File: src/rtl/drum_strike_detector.sv
// drum_strike_detector
// Turns the gyro/Euler stream from the SPI receive stage into one-cycle
// drum-strike events. A swing starts when gyro Y dips below THRESH and ends on
// the first sample at or above REARM_THRESH. The drum ID comes from the yaw
// zone and pitch tier latched at swing entry. The velocity comes from the peak
// angular rate seen during the swing. After each strike a refractory window
// ignores samples.
//
// Optional feature: define STRIKE_TIMEOUT_EN to abandon a swing that lasts
// SWING_MAX_CYCLES clocks without a rearming sample. The block then returns
// to IDLE with no strike and no refractory period.
module drum_strike_detector #(
  parameter logic signed [15:0] THRESH           = -16'sd2000,
  parameter logic signed [15:0] REARM_THRESH     = -16'sd500,
  parameter logic signed [15:0] YAW_L            = -16'sd1500,
  parameter logic signed [15:0] YAW_R            = 16'sd1500,
  parameter logic signed [15:0] PITCH_HI         = 16'sd2000,
  parameter int unsigned        VEL_SHIFT        = 6,
  parameter int unsigned        REFRACT_CYCLES   = 1200000,
  parameter int unsigned        SWING_MAX_CYCLES = 4800000
) (
  input  logic               clk,
  input  logic               rst,
  input  logic               gyro_valid,
  input  logic signed [15:0] gyro_y,
  input  logic signed [15:0] euler_yaw,
  input  logic signed [15:0] euler_pitch,
  output logic               strike_valid,
  output logic [2:0]         strike_drum,
  output logic [6:0]         strike_velocity,
  output logic               armed
);

  typedef enum logic [1:0] {
    S_IDLE    = 2'd0,
    S_SWING   = 2'd1,
    S_REFRACT = 2'd2
  } state_t;

  state_t      state, state_nxt;
  logic        gyro_valid_d;
  logic        sample_evt;
  logic        below_thresh;
  logic        below_rearm;
  logic [16:0] neg_gy;
  logic [1:0]  zone_sel;
  logic [16:0] peak;
  logic [1:0]  zone;
  logic        tier;
  logic [31:0] refr_cnt;
  logic        vld_p0;
  logic        vld_p1;
  logic [2:0]  drum_p1;
  logic [6:0]  vel_p1;
`ifdef STRIKE_TIMEOUT_EN
  logic [31:0] swing_cnt;
  logic        swing_to;
`endif

  // Velocity: peak scaled down, clipped to 7 bits, never reported as zero.
  function automatic logic [6:0] vel_sat(input logic [16:0] pk);
    logic [16:0] sh;
    sh = pk >> VEL_SHIFT;
    if (sh > 17'd127)
      return 7'd127;
    else if (sh == 17'd0)
      return 7'd1;
    else
      return sh[6:0];
  endfunction

  // Only the rising edge of valid counts, so a held-high flag is one sample.
  assign sample_evt   = gyro_valid & ~gyro_valid_d;
  assign below_thresh = (gyro_y < THRESH);
  assign below_rearm  = (gyro_y < REARM_THRESH);
  // The magnitude is kept in 17 bits so that -32768 becomes +32768.
  assign neg_gy       = 17'd0 - {gyro_y[15], gyro_y};

  // Zone selection from yaw: 0 = left, 1 = center, 2 = right.
  always_comb begin
    zone_sel = 2'd1;
    if (euler_yaw < YAW_L)
      zone_sel = 2'd0;
    else if (euler_yaw > YAW_R)
      zone_sel = 2'd2;
  end

`ifdef STRIKE_TIMEOUT_EN
  assign swing_to = (state == S_SWING) && (swing_cnt == SWING_MAX_CYCLES - 1);
`endif

  // State register.
  always_ff @(posedge clk) begin
    if (rst)
      state <= S_IDLE;
    else
      state <= state_nxt;
  end

  // Next-state logic.
  always_comb begin
    state_nxt = state;
    case (state)
      S_IDLE: begin
        if (sample_evt && below_thresh)
          state_nxt = S_SWING;
      end
      S_SWING: begin
        if (sample_evt && !below_rearm)
          state_nxt = S_REFRACT;
`ifdef STRIKE_TIMEOUT_EN
        else if (swing_to)
          state_nxt = S_IDLE;
`endif
      end
      S_REFRACT: begin
        if (refr_cnt == 32'd0)
          state_nxt = S_IDLE;
      end
      default: state_nxt = S_IDLE;
    endcase
  end

  // Output decode: the armed flag and the strike request for this cycle.
  always_comb begin
    armed  = (state == S_IDLE);
    vld_p0 = (state == S_SWING) && sample_evt && !below_rearm;
  end

  // Swing tracking, the refractory counter and the registered strike outputs.
  always_ff @(posedge clk) begin
    if (rst) begin
      gyro_valid_d <= 1'b0;
      peak         <= 17'd0;
      zone         <= 2'd0;
      tier         <= 1'b0;
      refr_cnt     <= 32'd0;
      vld_p1       <= 1'b0;
      drum_p1      <= 3'd0;
      vel_p1       <= 7'd0;
    end else begin
      gyro_valid_d <= gyro_valid;
      // p0 -> p1: strike request becomes the registered strobe
      vld_p1       <= vld_p0;
      case (state)
        S_IDLE: begin
          if (sample_evt && below_thresh) begin
            zone <= zone_sel;
            tier <= (euler_pitch > PITCH_HI);
            peak <= neg_gy;
          end
        end
        S_SWING: begin
          if (vld_p0) begin
            drum_p1  <= {tier, zone};
            vel_p1   <= vel_sat(peak);
            refr_cnt <= REFRACT_CYCLES - 1;
          end
`ifdef STRIKE_TIMEOUT_EN
          else if (swing_to) begin
            peak <= 17'd0;
          end
`endif
          else if (sample_evt && (neg_gy > peak)) begin
            // This branch is reached only on a sample below REARM_THRESH.
            peak <= neg_gy;
          end
        end
        S_REFRACT: begin
          if (refr_cnt != 32'd0)
            refr_cnt <= refr_cnt - 32'd1;
        end
        default: ;
      endcase
    end
  end

`ifdef STRIKE_TIMEOUT_EN
  // Swing age counter: zero while idle, counts every cycle spent in SWING.
  always_ff @(posedge clk) begin
    if (rst)
      swing_cnt <= 32'd0;
    else if (state == S_SWING)
      swing_cnt <= swing_cnt + 32'd1;
    else
      swing_cnt <= 32'd0;
  end
`endif

  assign strike_valid    = vld_p1;
  assign strike_drum     = drum_p1;
  assign strike_velocity = vel_p1;

endmodule

File: config.mk
export PLATFORM = sky130hd
export DESIGN_NAME = drum_strike_detector
export DESIGN_NICKNAME = d
export VERILOG_FILES = /design/src/rtl/drum_strike_detector.sv
export SDC_FILE = /design/constraint.sdc
export NUM_CORES = 1
export LEC_CHECK = 0
export CORE_ASPECT_RATIO = 1.2
export CORE_MARGIN = 5
export CORE_UTILIZATION = 60
export DETAILED_ROUTE_END_ITERATION = 12
export DONT_BUFFER_PORTS = 1
export MAX_ROUTING_LAYER = met4
export PLACE_DENSITY = 0.8
export SLEW_MARGIN = 20
export SYNTH_ARGS = -nofsm -noshare
export SYNTH_HDL_FRONTEND = slang
export SYNTH_SLANG_ARGS = --single-unit
File: constraint.sdc
create_clock -name clk -period 6.8 [get_ports clk]
set_clock_uncertainty 0.15 [all_clocks]
set_input_delay 2.04 -clock clk [delete_from_list [all_inputs] [get_ports clk]]
set_output_delay 2.04 -clock clk [all_outputs]
set_load 0.01 [all_outputs]
Yosys cells after proc, flatten, opt, wreduce, memory -nomap -nowiden
Index checks and enable logic that the tools add are counted.

storage, ports and cells
  register bits after elaboration = 66
  logic and storage cells = 61
  bits in latches = 0
  input port bits = 51
  RAM bits = 0
  bits in read-only memories = 0
  memories = 0

operators by class
  equality and inequality tests = 9
  multiply operators = 0
  add/sub/neg operators = 2
  multiplexer cells = 15
  magnitude comparators = 7
  divide/modulo/power cells = 0
  bitwise logic cells = 2
  reduce and logical (&&, ||, !) cells = 17
  shifts and indexed selects = 0

operators by type and width
  operator                                                                           count
  32-bit two-way mux                                                                 2
  32-bit one-hot mux with 2 select lines                                             1
  17-bit two-way mux                                                                 3
  17-bit one-hot mux with 2 select lines                                             1
  16-bit by 12-bit greater-than comparator with 1-bit output, second input constant  2
  32-bit zero test                                                                   1
  16-bit by 12-bit < comparator with 1-bit output, second input constant             2
  32-bit nonzero test                                                                1
  32-bit by 1-bit subtractor with 32-bit output, second input constant               1
  17-bit greater-than comparator                                                     1
  17-bit zero test                                                                   1
  1-bit by 16-bit subtractor with 17-bit output, first input constant                1
  16-bit by 10-bit < comparator with 1-bit output, second input constant             1
  7-bit two-way mux                                                                  2
  11-bit by 7-bit greater-than comparator with 1-bit output, second input constant   1
  2-bit two-way mux                                                                  5
  2-bit != test, second input constant                                               5
  2-bit one-hot mux with 3 select lines                                              1
  3-bit AND reduction                                                                2
  1-bit logical AND                                                                  5
  2-bit by 1-bit != test with 1-bit output, second input constant                    2
  2-bit AND reduction                                                                2
  4-bit AND reduction                                                                1
  2-bit nonzero test                                                                 2
  other kinds (6)                                                                    6

Longest topological paths before layout
  word-level depth = 6
  gate-level depth with buffers = 15

Worst setup path before layout
OpenSTA, ideal clock, no wires.

  path type = input to register
  from = in gyro_y[0]
  to = reg peak[10]
  arrival = 5.250 ns
  setup slack = 1.268 ns
  buffers on the path = 2
  stages = 15
  library setup time = 0.132 ns
  cell sequence = inv_1 -> ha_1 -> or3b_2 -> nor4bb_1 -> and3b_1 -> nor2_1 -> ha_1 -> nand4_1 -> or4_1 -> o21a_1 -> nand2b_1 -> clkbuf_1 -> clkbuf_1 -> nand3_1 -> a21oi_1

on the way
  cells in the longest elaborated chain, start to end = 5
  elaborated cells between the ends (all ways) = 16
  classes of those cells = add/sub (1); order compare (3); eq/ne (3); mux (4); reduce/logical (5)

RTL lines
  element                                                    RTL line  RTL
  from (decl)                                                25        input logic signed [15:0] gyro_y,
  1-bit by 16-bit subtractor with 17-bit output              77        assign neg_gy = 17'd0 - {gyro_y[15], gyro_y};
  via neg_gy[14]                                             45        logic [16:0] neg_gy;
  17-bit greater-than comparator                             164       else if (sample_evt && (neg_gy > peak)) begin
  1-bit logical AND                                          164
  2-bit by 1-bit != test with 1-bit output (no source line)  n/a
  4-bit AND reduction (no source line)                       n/a
  to (signal assigned)                                       150       peak <= neg_gy;
  to (signal assigned)                                       166       peak <= neg_gy;
  to (decl)                                                  47        logic [16:0] peak;

The timed path passes the listed nets, and every way through them passes these cells. The select of a mux whose other input is x is not followed.
A chain may end at the register's enable or synchronous reset.

Worst setup path in the final report
  from = in gyro_y[0]
  to = reg peak[7]

Same word-level chain as after synthesis.

==> flow_summary.ini <==
[critical_path]
cp_max_fo = 17
critical_path_class = input pin to register
worst_setup_path_start_kind = input pin
cp.required_ns = 6.91
cp-end-kind = register
worstPathArrival_ns = 5.83

[synth]
synth_edf_count = 0
synth_top_flop_cell = dfxtp_1
synthCells = 464
synth_nets = 534
yosysSeqAreaShare_pct = 35.7
synth_area_um2 = 3710
synthTopCellsByArea = dfxtp_1 (36%), ha_1 (6.4%), a21oi_1 (6.3%)
avgSynthCellArea_um2 = 7.99
synth-warning-count = 0
synthArstFlopShare_pct = 0
post-synth-top-area-cell = dfxtp_1
synth-seq-cells = 66
synth_top_area_share_pct = 35.7
synth_cell_types = 50

[power]
intPower_mw = 0.632
p_total_mw = 0.854
power_switching_mw = 0.222
pwr-share-seq_pct = 47.7
switching_share_pct = 26.0
max-vdd-ir-drop_mv = 0.105
clkPwrFrac_pct = 38.9
p_leak_nw = 1.37
p_comb_share_pct = 13.4
power_density_nw_per_um2 = 215

[place]
place.gp.congestion = 0.994
io_buffers = 0
post-dp-hpwl_mm = 6.38
dp.cells = 533
place_ws_ns = 0.798

[sta]
slew-limit-headroom_pct = 32.2
finalCritPeriodShare_pct = 84.1
rsz0062_at_grt = false
tightest_slew_ns = 1.01
setup_ws_ns = 1.08
min_period_ns = 5.72
fmax_ghz = 0.175
fin_tns_setup_ns = 0
report.final.slew_viol_count = 0
hold_viol_final = 0
final-setup-viol-count = 0

[route]
wl_mm = 8.62
dr.pass1.iters = 4
drt-initial-drc-count = 239
vias = 3305
post_drt_wl_per_cell_um = 15.7
postRouteAntennaNets = 0
drc = 0
routed_via_density = 6.02

[cells_and_area]
antenna_cells = 0
layout-drive-gt1-share_pct = 5.78
layout.nets = 532
finalNonFillerCells = 549
final_cell_mix = dfxtp_1 (66), a21oi_1 (47), nor2_1 (46)
areaGrowthSynthToFinish_pct = 7.39
final_common_cell = dfxtp_1

[floorplanning]
coreArea_um2 = 6010
start_util_pct = 61.6
die_y_um = 96.1
row_count = 31
dieWidth_um = 81.7
dieArea_um2 = 7860
io_pins = 63

[grt]
grt.overflow.total = 0
antenna_found_initial = 0
grt_first_pass_wirelength_mm = 14.5
grt.total_usage_pct = 24.4
grt_max_degree = 50
grt_pass1_vias = 3161

[cts]
cts-resized-gates = 0
clock_latency_ns = 0.34
numClockSinks = 66
clk_pin_slew_worst_paths_ns = 0.07
tritoncts = built
htree_num_levels = 3
cts_root_buf = clkbuf_8
clk_path_buf_depth = 2
cts_hold_buf = 0
cts-buffers-inserted = 9
post-cts-setup-buffers = 0

[job]
maxCapViolCount = 0

[hold_path]
min_path_type = register to register

[outcome]
status = completed
cells in the mapped netlist (6+ instances only):
cell      count
nor4_1       14
o21ai_0      26
ha_1         19
a21oi_1      47
inv_1        24
nand3_1      26
a211oi_1      6
clkbuf_1     14
nand4_1      11
nor3_1       36
xnor2_1      21
nor2b_1       6
nor2_1       46
nand2_1      23
dfxtp_1      66
nand2b_1      6
xor2_1       16
critical path, cell delays in order:
cell and delay [ns]:
inv_1 0.06, ha_1 0.18, or3b_2 0.51, nor4bb_1 0.48
and3b_1 0.25, nor2_1 0.07, ha_1 0.30, nand4_1 0.15
or4_1 0.59, o22ai_1 0.23, o41a_1 0.64, nand3_1 0.15
a21oi_1 0.18
area by class of cell:
| class | instances | area, µm² |
|---|---|---|
| Timing Repair Buffer | 5 | 37.5 |
| Multi-Input combinational cell | 356 | 2230 |
| Clock inverter | 2 | 35.0 |
| Clock buffer | 14 | 163 |
| Sequential cell | 66 | 1320 |
| Inverter | 24 | 90.1 |
| Tap cell | 82 | 103 |
| Fill cell | 501 | 2030 |
logic make-up after synthesis:
| logic type | after synthesis | synth area share (%) |
|---|---|---|
| xor+xnor | 37 | 8.74 |
| compound gates | 100 | 15.7 |
| buf+inv | 42 | 4.36 |
| fa+ha+maj | 19 | 6.41 |
| simple gates | 200 | 29.1 |
| flops | 66 | 35.7 |
routing by layer:
metal / wire, µm / vias up / GRT usage, %
met5: 0 / - / -
met4: 119 / 0 / 7.62
met3: 471 / 12 / 5.90
met2: 4490 / 90 / 40.9
met1: 3530 / 1531 / 28.8
li1: - / 1672 / -
through the flow:
| stage | area [µm²] | hold WS, ns | util [%] |
|---|---|---|---|
| 2_1_floorplan | 3710 | 0.278 | - |
| 3_3_place_gp | 3780 | 0.287 | 62.9 |
| 3_5_place_dp | 3780 | 0.291 | 62.9 |
| 4_1_cts | 3980 | 0.297 | 66.2 |
| 5_1_grt | 3980 | 0.324 | 66.2 |
| 6_report | 3980 | 0.300 | 66.2 |
path summary, 6_finish.rpt:
| check | cells after the start | from | slack, ns | to |
|---|---|---|---|---|
| hold / removal | 2 | tier | 0.30 | strike_drum[2] |
| hold reg to reg | 2 | tier | 0.30 | strike_drum[2] |
| setup reg to reg | 8 | peak[12] | 3.90 | peak[7] |
| setup / recovery | 13 | gyro_y[0] | 1.08 | peak[7] |
sequential cells by signal (all words and copies together), names as in the netlist:
register         count
peak                17
zone                 2
gyro_valid_d         1
strike_drum          3
refr_cnt            32
state                2
strike_valid         1
strike_velocity      7
tier                 1
power groups by stage:
stage,clock network (mW),registers (mW),logic (mW)
3_5_place_dp,0,0.416,0.112
2_1_floorplan,0,0.413,0.0914
4_1_cts,0.336,0.407,0.113
6_report,0.332,0.407,0.114
3_3_place_gp,0,0.415,0.109
5_1_grt,0.359,0.408,0.129
Note: power is estimated with default switching activity, not from simulation.
